--- config.mk ---
export PLATFORM = sky130hd
export DESIGN_NAME = sparce_sasa_engine_flat
export DESIGN_NICKNAME = d
export VERILOG_FILES = /design/src/rtl/sparce_sasa_engine_if.sv /design/src/rtl/sparce_sasa_engine.sv /design/src/flat_wrapper.sv
export SDC_FILE = /design/constraint.sdc
export NUM_CORES = 2
export LEC_CHECK = 0
export BUFFER_PORTS_ARGS = -buffer_cell sky130_fd_sc_hd__buf_2
export CAP_MARGIN = 20
export CORE_UTILIZATION = 32
export DETAILED_ROUTE_END_ITERATION = 10
export GPL_ROUTABILITY_DRIVEN = 1
export PLACE_DENSITY = 0.57
export SLEW_MARGIN = 20
export SYNTH_ARGS = -nofsm -noshare
export SYNTH_HDL_FRONTEND = slang
export SYNTH_SLANG_ARGS = --single-unit
--- constraint.sdc ---
create_clock -name CLK -period 4.2 [get_ports CLK]
set_input_delay 0.84 -clock CLK [delete_from_list [all_inputs] [get_ports CLK]]
set_output_delay 0.84 -clock CLK [all_outputs]
set_load 0.05 [all_outputs]
--- src/rtl/sparce_sasa_engine_if.sv ---
// Pipeline-side signal bundle for the SPARCE skip engine.
// The pipeline is the master; the engine snoops through the slave modport.
interface sparce_sasa_engine_if;
   logic [31:0] pc;
   logic        if_ex_enable;
   logic        wb_en;
   logic [4:0]  rd;
   logic [31:0] wb_data;
   logic [31:0] rdata;
   logic        sasa_wen;
   logic [31:0] sasa_addr;
   logic [31:0] sasa_data;
   logic        sparce_en;
   logic        skipping;
   logic [31:0] sparce_target;

   modport master (
      output pc, if_ex_enable, wb_en, rd, wb_data, rdata,
      output sasa_wen, sasa_addr, sasa_data, sparce_en,
      input  skipping, sparce_target
   );

   modport slave (
      input  pc, if_ex_enable, wb_en, rd, wb_data, rdata,
      input  sasa_wen, sasa_addr, sasa_data, sparce_en,
      output skipping, sparce_target
   );
endinterface

--- src/rtl/sparce_sasa_engine.sv ---
// SPARCE skip unit: direct-mapped SASA table plus register zero tracker.
// Emits a registered one-cycle skip pulse and redirect target on a qualified hit.
module sparce_sasa_engine #(
   parameter int          SASA_ENTRIES = 16,
   parameter logic [31:0] SASA_BASE    = 32'h0000_8000,
   parameter int          NREGS        = 32
) (
   input  logic                  CLK,
   input  logic                  nRST,
   sparce_sasa_engine_if.slave   sparce
);
   localparam int IDX_W = $clog2(SASA_ENTRIES);
   localparam logic [5:0] NREGS_L = 6'(NREGS);

   typedef enum logic [1:0] {IDLE, SKIP, HOLD} state_t;

   logic [29:0]             trig_reg  [SASA_ENTRIES];
   logic [19:0]             off_reg   [SASA_ENTRIES];
   logic [4:0]              rs_a_reg  [SASA_ENTRIES];
   logic [4:0]              rs_b_reg  [SASA_ENTRIES];
   logic [SASA_ENTRIES-1:0] valid_reg;
   logic [SASA_ENTRIES-1:0] en_a_reg;
   logic [SASA_ENTRIES-1:0] en_b_reg;

   state_t      state_reg;
   logic        skipping_reg;
   logic [31:0] target_reg;

   logic [31:0]      zero_bits;
   logic             in_window;
   logic [IDX_W-1:0] wr_idx;
   logic [IDX_W-1:0] lk_idx;
   logic             za, zb, entry_match, hit, hold_exit;
   logic [31:0]      target_next;
   logic             unused_bits;

   // Table is aligned to its own size, so the window test is an upper-bit match.
   assign in_window = (sparce.sasa_addr[31:IDX_W+3] == SASA_BASE[31:IDX_W+3]);
   assign wr_idx    = sparce.sasa_addr[3 +: IDX_W];
   assign lk_idx    = sparce.pc[2 +: IDX_W];

   always_ff @(posedge CLK or negedge nRST) begin
      if (!nRST) begin
         valid_reg <= '0;
         en_a_reg  <= '0;
         en_b_reg  <= '0;
         for (int i = 0; i < SASA_ENTRIES; i++) begin
            trig_reg[i] <= '0;
            off_reg[i]  <= '0;
            rs_a_reg[i] <= '0;
            rs_b_reg[i] <= '0;
         end
      end else if (sparce.sasa_wen && in_window) begin
         if (!sparce.sasa_addr[2]) begin
            trig_reg[wr_idx]  <= sparce.sasa_data[31:2];
            valid_reg[wr_idx] <= sparce.sasa_data[0];
         end else begin
            off_reg[wr_idx]  <= sparce.sasa_data[19:0];
            rs_a_reg[wr_idx] <= sparce.sasa_data[24:20];
            rs_b_reg[wr_idx] <= sparce.sasa_data[29:25];
            en_a_reg[wr_idx] <= sparce.sasa_data[30];
            en_b_reg[wr_idx] <= sparce.sasa_data[31];
         end
      end
   end

   // Untracked registers (index >= NREGS) read as "not known zero".
   genvar gi;
   generate
      for (gi = 0; gi < 32; gi++) begin : g_zero
         if (gi == 0) begin : g_x0
            assign zero_bits[gi] = 1'b1;
         end else if (gi < NREGS) begin : g_trk
            logic zero_reg;
            always_ff @(posedge CLK or negedge nRST) begin
               if (!nRST)
                  zero_reg <= 1'b1;
               else if (sparce.wb_en && sparce.rd == 5'(gi))
                  zero_reg <= (sparce.wb_data == 32'h0);
            end
            assign zero_bits[gi] = zero_reg;
         end else begin : g_none
            assign zero_bits[gi] = 1'b0;
         end
      end
   endgenerate

   function automatic logic reg_zero(input logic [4:0] rs, input logic [31:0] zb_in,
                                     input logic wen, input logic [4:0] wrd,
                                     input logic [31:0] wdata);
      logic fwd;
      fwd = wen && (wrd == rs) && (rs != 5'd0) && ({1'b0, rs} < NREGS_L);
      return fwd ? (wdata == 32'h0) : zb_in[rs];
   endfunction

   always_comb begin
      za = reg_zero(rs_a_reg[lk_idx], zero_bits, sparce.wb_en, sparce.rd, sparce.wb_data);
      zb = reg_zero(rs_b_reg[lk_idx], zero_bits, sparce.wb_en, sparce.rd, sparce.wb_data);
      entry_match = valid_reg[lk_idx] && ({trig_reg[lk_idx], 2'b00} == sparce.pc);
      hit = sparce.sparce_en && sparce.if_ex_enable && entry_match
            && (!en_a_reg[lk_idx] || za) && (!en_b_reg[lk_idx] || zb);
      target_next = sparce.pc + {{10{off_reg[lk_idx][19]}}, off_reg[lk_idx], 2'b00};
      hold_exit = sparce.if_ex_enable && (sparce.pc == target_reg);
   end

   always_ff @(posedge CLK or negedge nRST) begin
      if (!nRST) begin
         state_reg    <= IDLE;
         skipping_reg <= 1'b0;
         target_reg   <= 32'h0;
      end else if (!sparce.sparce_en) begin
         state_reg    <= IDLE;
         skipping_reg <= 1'b0;
      end else begin
         case (state_reg)
            IDLE: begin
               if (hit) begin
                  state_reg    <= SKIP;
                  skipping_reg <= 1'b1;
                  target_reg   <= target_next;
               end
            end
            SKIP: begin
               state_reg    <= HOLD;
               skipping_reg <= 1'b0;
            end
            HOLD: begin
               // Landing on the target may itself hit, chaining straight into another skip.
               if (hold_exit) begin
                  if (hit) begin
                     state_reg    <= SKIP;
                     skipping_reg <= 1'b1;
                     target_reg   <= target_next;
                  end else begin
                     state_reg <= IDLE;
                  end
               end
            end
            default: begin
               state_reg    <= IDLE;
               skipping_reg <= 1'b0;
            end
         endcase
      end
   end

   assign sparce.skipping      = skipping_reg;
   assign sparce.sparce_target = target_reg;

   assign unused_bits = ^{sparce.rdata, sparce.sasa_addr[1:0], sparce.sasa_data[1]};
endmodule

--- src/flat_wrapper.sv ---
// flat-port wrapper written by rule: the top's interface ports become plain ports
module sparce_sasa_engine_flat 
#(
   parameter int          SASA_ENTRIES = 16,
   parameter logic [31:0] SASA_BASE    = 32'h0000_8000,
   parameter int          NREGS        = 32
)
  (CLK, nRST, sparce_pc, sparce_if_ex_enable, sparce_wb_en, sparce_rd, sparce_wb_data, sparce_rdata, sparce_sasa_wen, sparce_sasa_addr, sparce_sasa_data, sparce_sparce_en, sparce_skipping, sparce_sparce_target);
  sparce_sasa_engine_if sparce_i ();
  input  logic CLK;
  input  logic nRST;
  input wire logic [$bits(sparce_i.pc)-1:0] sparce_pc;
  input wire logic [$bits(sparce_i.if_ex_enable)-1:0] sparce_if_ex_enable;
  input wire logic [$bits(sparce_i.wb_en)-1:0] sparce_wb_en;
  input wire logic [$bits(sparce_i.rd)-1:0] sparce_rd;
  input wire logic [$bits(sparce_i.wb_data)-1:0] sparce_wb_data;
  input wire logic [$bits(sparce_i.rdata)-1:0] sparce_rdata;
  input wire logic [$bits(sparce_i.sasa_wen)-1:0] sparce_sasa_wen;
  input wire logic [$bits(sparce_i.sasa_addr)-1:0] sparce_sasa_addr;
  input wire logic [$bits(sparce_i.sasa_data)-1:0] sparce_sasa_data;
  input wire logic [$bits(sparce_i.sparce_en)-1:0] sparce_sparce_en;
  output wire logic [$bits(sparce_i.skipping)-1:0] sparce_skipping;
  output wire logic [$bits(sparce_i.sparce_target)-1:0] sparce_sparce_target;
  assign sparce_i.pc = sparce_pc;
  assign sparce_i.if_ex_enable = sparce_if_ex_enable;
  assign sparce_i.wb_en = sparce_wb_en;
  assign sparce_i.rd = sparce_rd;
  assign sparce_i.wb_data = sparce_wb_data;
  assign sparce_i.rdata = sparce_rdata;
  assign sparce_i.sasa_wen = sparce_sasa_wen;
  assign sparce_i.sasa_addr = sparce_sasa_addr;
  assign sparce_i.sasa_data = sparce_sasa_data;
  assign sparce_i.sparce_en = sparce_sparce_en;
  assign sparce_skipping = sparce_i.skipping;
  assign sparce_sparce_target = sparce_i.sparce_target;
  sparce_sasa_engine #(.SASA_ENTRIES(SASA_ENTRIES), .SASA_BASE(SASA_BASE), .NREGS(NREGS)) u_core (.CLK(CLK), .nRST(nRST), .sparce(sparce_i));
endmodule
Word level (Yosys, flattened, before mapping):

Index checks and enable logic that the tools add are counted.

* memories: 0
* logic and storage cells: 262
* input bits: 171
* output and inout port bits: 33
* ROM bits: 0
* RAM bits: 0
* bits in latches: 0
* flip-flop bits (word level): 1074

* shift-type cells: 0
* muxes and demuxes: 51
* add/sub/neg operators: 1
* reductions and logical operators: 57
* bitwise operators: 3
* equal/unequal tests: 41
* order comparisons: 8
* divide/modulo/power cells: 0
* multiply operators: 0

Operator list (number)
* $bwmux W480: 1
* $bwmux W320: 1
* $bwmux W80: 2
* $bmux W30 S4: 1
* $demux W30 S4: 1
* $mux W30: 3
* $bmux W20 S4: 1
* $demux W20 S4: 1
* $eq A5 B5 Y1 const B: 16
* $eq A32 B32 Y1: 2
* $mux W32: 2
* $pmux W32 S2: 1
* $mux W20: 3
* $bwmux W16: 3
* $logic_and A1 B1 Y1: 44
* $bmux W5 S4: 2
* $eq A5 B4 Y1 const B: 8
* $add A32 B32 Y32: 1
* $logic_not A32 Y1: 1
* $eq A25 B9 Y1 const B: 1
* $mux W5: 5
* $demux W5 S4: 1
* $eq A5 B3 Y1 const B: 4
* $bmux W1 S4: 3
* 27 further kinds: 53

Longest topological paths before layout:

* depth after elaboration: 15
* mapped depth: 22
* gate-level depth less buffers: 14

Least setup slack after synthesis:

Ideal clock, no wire load.

* path type: input to register
* start: input port sparce_pc[2]
* end: register u_core.target_reg[28], in the netlist u_core.sparce.sparce_target[28]
* path buffers: 8
* data arrival time: 6388 ps
* setup slack: -2315 ps
* library setup time: 127 ps
* stages on the path: 22
* cell sequence: buf_6 > buf_6 > buf_6 > buf_2 > buf_2 > buf_2 > buf_1 > buf_1 > mux4_2 > mux4_2 > ha_1 > fa_1 > a21oi_1 > o211ai_1 > a211oi_1 > o21ai_0 > a21oi_1 > o21ai_0 > o21a_1 > nor2_1 > xnor2_1 > mux2_1

* cells in the longest elaborated chain, start to end: 14

RTL lines
* from (decl): RTL line flat_wrapper.sv:12 `input wire logic [$bits(sparce_i.pc)-1:0] sparce_pc;`
* branches (longest 14 deep; another with $add A32 B32 Y32)
* to (signal assigned): RTL line sparce_sasa_engine.sv:120 `target_reg <= target_next;`
* to (signal assigned): RTL line sparce_sasa_engine.sv:133 `target_reg <= target_next;`
* to (decl): RTL line sparce_sasa_engine.sv:27 `logic [31:0] target_reg;`

Parallel ways; which one is timed is not known. The select of a mux whose other input is x is not followed.
A chain may end at the register's enable or synchronous reset.

Worst setup path after layout:

* start: input port sparce_pc[2]
* end: register u_core.target_reg[2], in the netlist u_core.sparce.sparce_target[2]

The elaborated chain is that of the path after synthesis.

==> impl_results.html <==
<table>
<tr><th>Metric</th><th>Value</th></tr>
<tr><th colspan="2">Drt</th></tr>
<tr><td>First-iteration detailed-routing DRC count</td><td>1973</td></tr>
<tr><td>Routed wire length on met3</td><td>7580 um</td></tr>
<tr><td>Post-DR wirelength/cell</td><td>24.5 um</td></tr>
<tr><td>Highest metal used</td><td>met5</td></tr>
<tr><td>Via count</td><td>31200</td></tr>
<tr><td>Post-route met1 wirelength</td><td>65500 um</td></tr>
<tr><td>DR vias/cell</td><td>5.22</td></tr>
<tr><td>Wirelength, routed</td><td>146000 um</td></tr>
<tr><td>Number of optimization iterations in the first detailed-route pass</td><td>5</td></tr>
<tr><td>DRC violation count after routing</td><td>0</td></tr>
<tr><td>Met2 routed wirelength</td><td>68100 um</td></tr>
<tr><td>Number of nets still failing antenna checks after routing</td><td>0</td></tr>
<tr><th colspan="2">STA</th></tr>
<tr><td>RSZ-0062 raised after global routing</td><td>false</td></tr>
<tr><td>Part of the cycle the worst path needs</td><td>0.987</td></tr>
<tr><td>Transition time of the tightest slew-check pin</td><td>893 ps</td></tr>
<tr><td>Worst-case headroom to the max-slew limit</td><td>0.404</td></tr>
<tr><td>Highest clock frequency the design can meet</td><td>241 MHz</td></tr>
<tr><td>Max Transition Viols Final</td><td>0</td></tr>
<tr><td>Final WS setup</td><td>56.2 ps</td></tr>
<tr><td>Worst hold slack across all endpoints</td><td>127 ps</td></tr>
<tr><td>Min Clock Period, post-route</td><td>4140 ps</td></tr>
<tr><td>Final hold violations</td><td>0</td></tr>
<tr><td>Worst clock skew</td><td>20.0 ps</td></tr>
<tr><td>Setup violations, final</td><td>0</td></tr>
<tr><td>TNS Setup</td><td>0 ps</td></tr>
<tr><th colspan="2">Logic synthesis</th></tr>
<tr><td>Post-Syn Instances</td><td>3463</td></tr>
<tr><td>Number of different library cells in the post-synthesis netlist</td><td>84</td></tr>
<tr><td>Area fraction of the dominant cell type after synthesis</td><td>0.507</td></tr>
<tr><td>Top post-synthesis cells by count</td><td>1043 x dfrtp_1, 1022 x mux2_2, 230 x mux4_2</td></tr>
<tr><td>Number of synthesized flops with an enable pin</td><td>0</td></tr>
<tr><td>Yosys top cell by area</td><td>dfrtp_1</td></tr>
<tr><td>Most numerous cell in the Yosys netlist</td><td>dfrtp_1</td></tr>
<tr><td>Ys flop type</td><td>dfrtp_1</td></tr>
<tr><td>Post-synthesis sequential area ratio</td><td>0.523</td></tr>
<tr><td>Combined area of all synthesized cells</td><td>51400 um2</td></tr>
<tr><td>Async SR Flop Fraction</td><td>1.00</td></tr>
<tr><td>Synth Warn #</td><td>0</td></tr>
<tr><td>Average cell area after synthesis</td><td>14.9 um2</td></tr>
<tr><td>Leading post-synthesis cells by cell area</td><td>dfrtp_1 51%, mux2_2 22%, mux4_2 10%</td></tr>
<tr><td>Synthesized net count</td><td>3664</td></tr>
<tr><td>Number of synthesized register bits</td><td>1074</td></tr>
<tr><th colspan="2">Critical path</th></tr>
<tr><td>Type of element launching the critical path</td><td>primary input</td></tr>
<tr><td>Setup Crit Path Kind</td><td>in -&gt; reg</td></tr>
<tr><td>Data required, critical path</td><td>4810 ps</td></tr>
<tr><td>Worst Path Arrival</td><td>4760 ps</td></tr>
<tr><td>Max Fanout on Critical Path</td><td>16</td></tr>
<tr><td>Depth of the most critical reg-to-reg path</td><td>14</td></tr>
<tr><td>FF-to-FF Start</td><td>u_core.trig_reg[399]$_DFFE_PN0P_</td></tr>
<tr><td>Worst-case register-to-register setup slack</td><td>200 ps</td></tr>
<tr><td>Reg2Reg Capture Point</td><td>u_core.sparce.sparce_target[2]$_DFFE_PN0P_</td></tr>
<tr><td>Worst Setup End Kind</td><td>register</td></tr>
<tr><th colspan="2">GRT</th></tr>
<tr><td>Vias in the first global route</td><td>32500</td></tr>
<tr><td>Tot GR Track Use</td><td>0.180</td></tr>
<tr><td>First-pass GRT wire length</td><td>218000 um</td></tr>
<tr><td>Pin count of the biggest net entering global routing</td><td>112</td></tr>
<tr><td>Antenna violations before repair</td><td>22</td></tr>
<tr><td>Remaining Overflow, GRT</td><td>0</td></tr>
<tr><th colspan="2">Place</th></tr>
<tr><td>GP Congestion</td><td>0.839</td></tr>
<tr><td>Cell area after placement</td><td>56900 um2</td></tr>
<tr><td>PortBufs</td><td>169</td></tr>
<tr><td>Total instance count after detailed placement</td><td>5747</td></tr>
<tr><td>Estimated wirelength of the detail-placed design</td><td>93200 um</td></tr>
<tr><td>Pre-CTS setup slack</td><td>-814 ps</td></tr>
<tr><th colspan="2">Run status</th></tr>
<tr><td>Result of the run</td><td>finished clean</td></tr>
<tr><th colspan="2">Power</th></tr>
<tr><td>Peak ir drop on the vdd network</td><td>0.324 mV</td></tr>
<tr><td>Leakage</td><td>29.8 nW</td></tr>
<tr><td>Overall power</td><td>22.4 mW</td></tr>
<tr><td>Power per Cell Area</td><td>366 nW/um2</td></tr>
<tr><th colspan="2">Layout</th></tr>
<tr><td>Proportion of layout cells with a drive suffix above 1</td><td>0.538</td></tr>
<tr><td>Post-synthesis to final-layout area growth</td><td>19.0%</td></tr>
<tr><td>Final standard cell utilization of the core</td><td>0.385</td></tr>
<tr><td>Final std cells w/o fill</td><td>5973</td></tr>
<tr><td>Final Cell Area</td><td>61200 um2</td></tr>
<tr><td>Number of flip-flops in the largest register</td><td>480</td></tr>
<tr><td>Nets</td><td>4002</td></tr>
<tr><th colspan="2">Floorplanning</th></tr>
<tr><td>Initial Util</td><td>0.324</td></tr>
<tr><td>Floorplan die area</td><td>162000 um2</td></tr>
<tr><td>Die Ht</td><td>403 um</td></tr>
<tr><td>Core Rows</td><td>146</td></tr>
<tr><td>Die width</td><td>403 um</td></tr>
<tr><td>Number of primary I/O pins</td><td>204</td></tr>
<tr><td>Core box area</td><td>159000 um2</td></tr>
<tr><th colspan="2">Clock network</th></tr>
<tr><td>Clock Tree Root</td><td>clkbuf_16</td></tr>
<tr><td>Total clock sinks</td><td>1074</td></tr>
<tr><td>Latest clock arrival within the worst-skew pair</td><td>750 ps</td></tr>
<tr><td>TritonCTS clock tree</td><td>built</td></tr>
<tr><td>Number of buffers on the longest clock path</td><td>3</td></tr>
<tr><td>Number of buffers added by the clock tree synthesis step</td><td>116</td></tr>
<tr><td>H-tree levels</td><td>3</td></tr>
<tr><td>Clock-pin slew on the worst setup and hold paths</td><td>60 ps</td></tr>
<tr><th colspan="2">Flow run</th></tr>
<tr><td>Max-cap violations</td><td>0</td></tr>
<tr><th colspan="2">Min path</th></tr>
<tr><td>Worst hold path class</td><td>in -&gt; async</td></tr>
</table>
kinds of logic after synthesis:
| family | Yosys count | share of synthesized area |
|---|---|---|
| AND/OR/NAND/NOR | 317 | 0.0337 |
| buffers and inverters | 311 | 0.0285 |
| adder cells (fa/ha/maj) | 30 | 0.00744 |
| multiplexers | 1395 | 0.360 |
| AO/OA/AOI/OAI | 244 | 0.0310 |
| XOR/XNOR | 92 | 0.0158 |
| flip-flops | 1074 | 0.523 |
critical path, stage by stage:
cell and delay [ps]:
buf_16 200, buf_12 180, buf_4 170, mux4_2 510, a22oi_2 230, buf_4 170, nand2_2 120, mux2i_1 200
nor3_1 70, nand4_1 150, nor3b_1 90, buf_4 160, or4_4 500, a2111oi_4 370, buf_4 180, clkbuf_16 180
mux2_2 350
final cells by class:
type	count	area [um2]
diodes	3	7.51
clock buffers	168	3450
clock inverters	47	633
fillers	14900	97700
inverters	18	67.6
multi-input cells	2078	23400
flip-flops and latches	1074	26900
well taps	2072	2590
repair buffers	513	4150
how the worst max path moves through the flow:
stage	startpoint	to	slack, ps
after floorplan	sparce_pc[2]	u_core.sparce.sparce_target[28]$_DFFE_PN0P_	-900
after global placement	sparce_pc[2]	u_core.sparce.sparce_target[3]$_DFFE_PN0P_	-820
after detailed placement	sparce_pc[2]	u_core.sparce.sparce_target[3]$_DFFE_PN0P_	-810
after CTS	sparce_pc[2]	u_core.sparce.sparce_target[2]$_DFFE_PN0P_	20
after global routing	sparce_pc[2]	u_core.sparce.sparce_target[2]$_DFFE_PN0P_	2
final	sparce_pc[2]	u_core.sparce.sparce_target[2]$_DFFE_PN0P_	60
routing by layer:
layer	track usage	vias to the layer above
li1	-	13600
met1	0.245	16700
met2	0.286	626
met3	0.0393	245
met4	0.0559	32
met5	0	-
power by group:
part / internal (mW) / switching [mW] / leakage, nW
clock: 6.39 / 4.40 / 1.99
sequential: 10.4 / 0.00122 / 14.9
combinational: 0.448 / 0.822 / 12.9
total: 17.2 / 5.23 / 29.8
cell usage in the layout (no fill, tap or decap), types with 18 or more instances in the layout:
| master | instances |
|---|---|
| a211oi_1 | 18 |
| a21oi_1 | 44 |
| buf_12 | 47 |
| buf_2 | 164 |
| buf_4 | 289 |
| clkbuf_1 | 18 |
| clkbuf_16 | 119 |
| clkbuf_8 | 33 |
| dfrtp_1 | 1043 |
| dfstp_2 | 31 |
| ha_1 | 20 |
| inv_1 | 18 |
| mux2_2 | 1021 |
| mux2_4 | 21 |
| mux2i_1 | 94 |
| mux4_1 | 18 |
| mux4_2 | 230 |
| nand2_1 | 53 |
| nand2_2 | 25 |
| nand3_1 | 26 |
| nor2_1 | 36 |
| nor2b_1 | 34 |
| nor4_1 | 27 |
| o21ai_0 | 59 |
| o31ai_1 | 18 |
| xnor2_1 | 38 |
| xor2_1 | 53 |
timing repair:
action                                  CTS  global route
gates cloned                              0             2
gates resized for setup                   1            22
buffers inserted                          0             6
pin swaps                                 0             4
endpoints found under the setup margin    2            31
hold buffers                              0             0
Note: power is estimated with default switching activity, not from simulation.
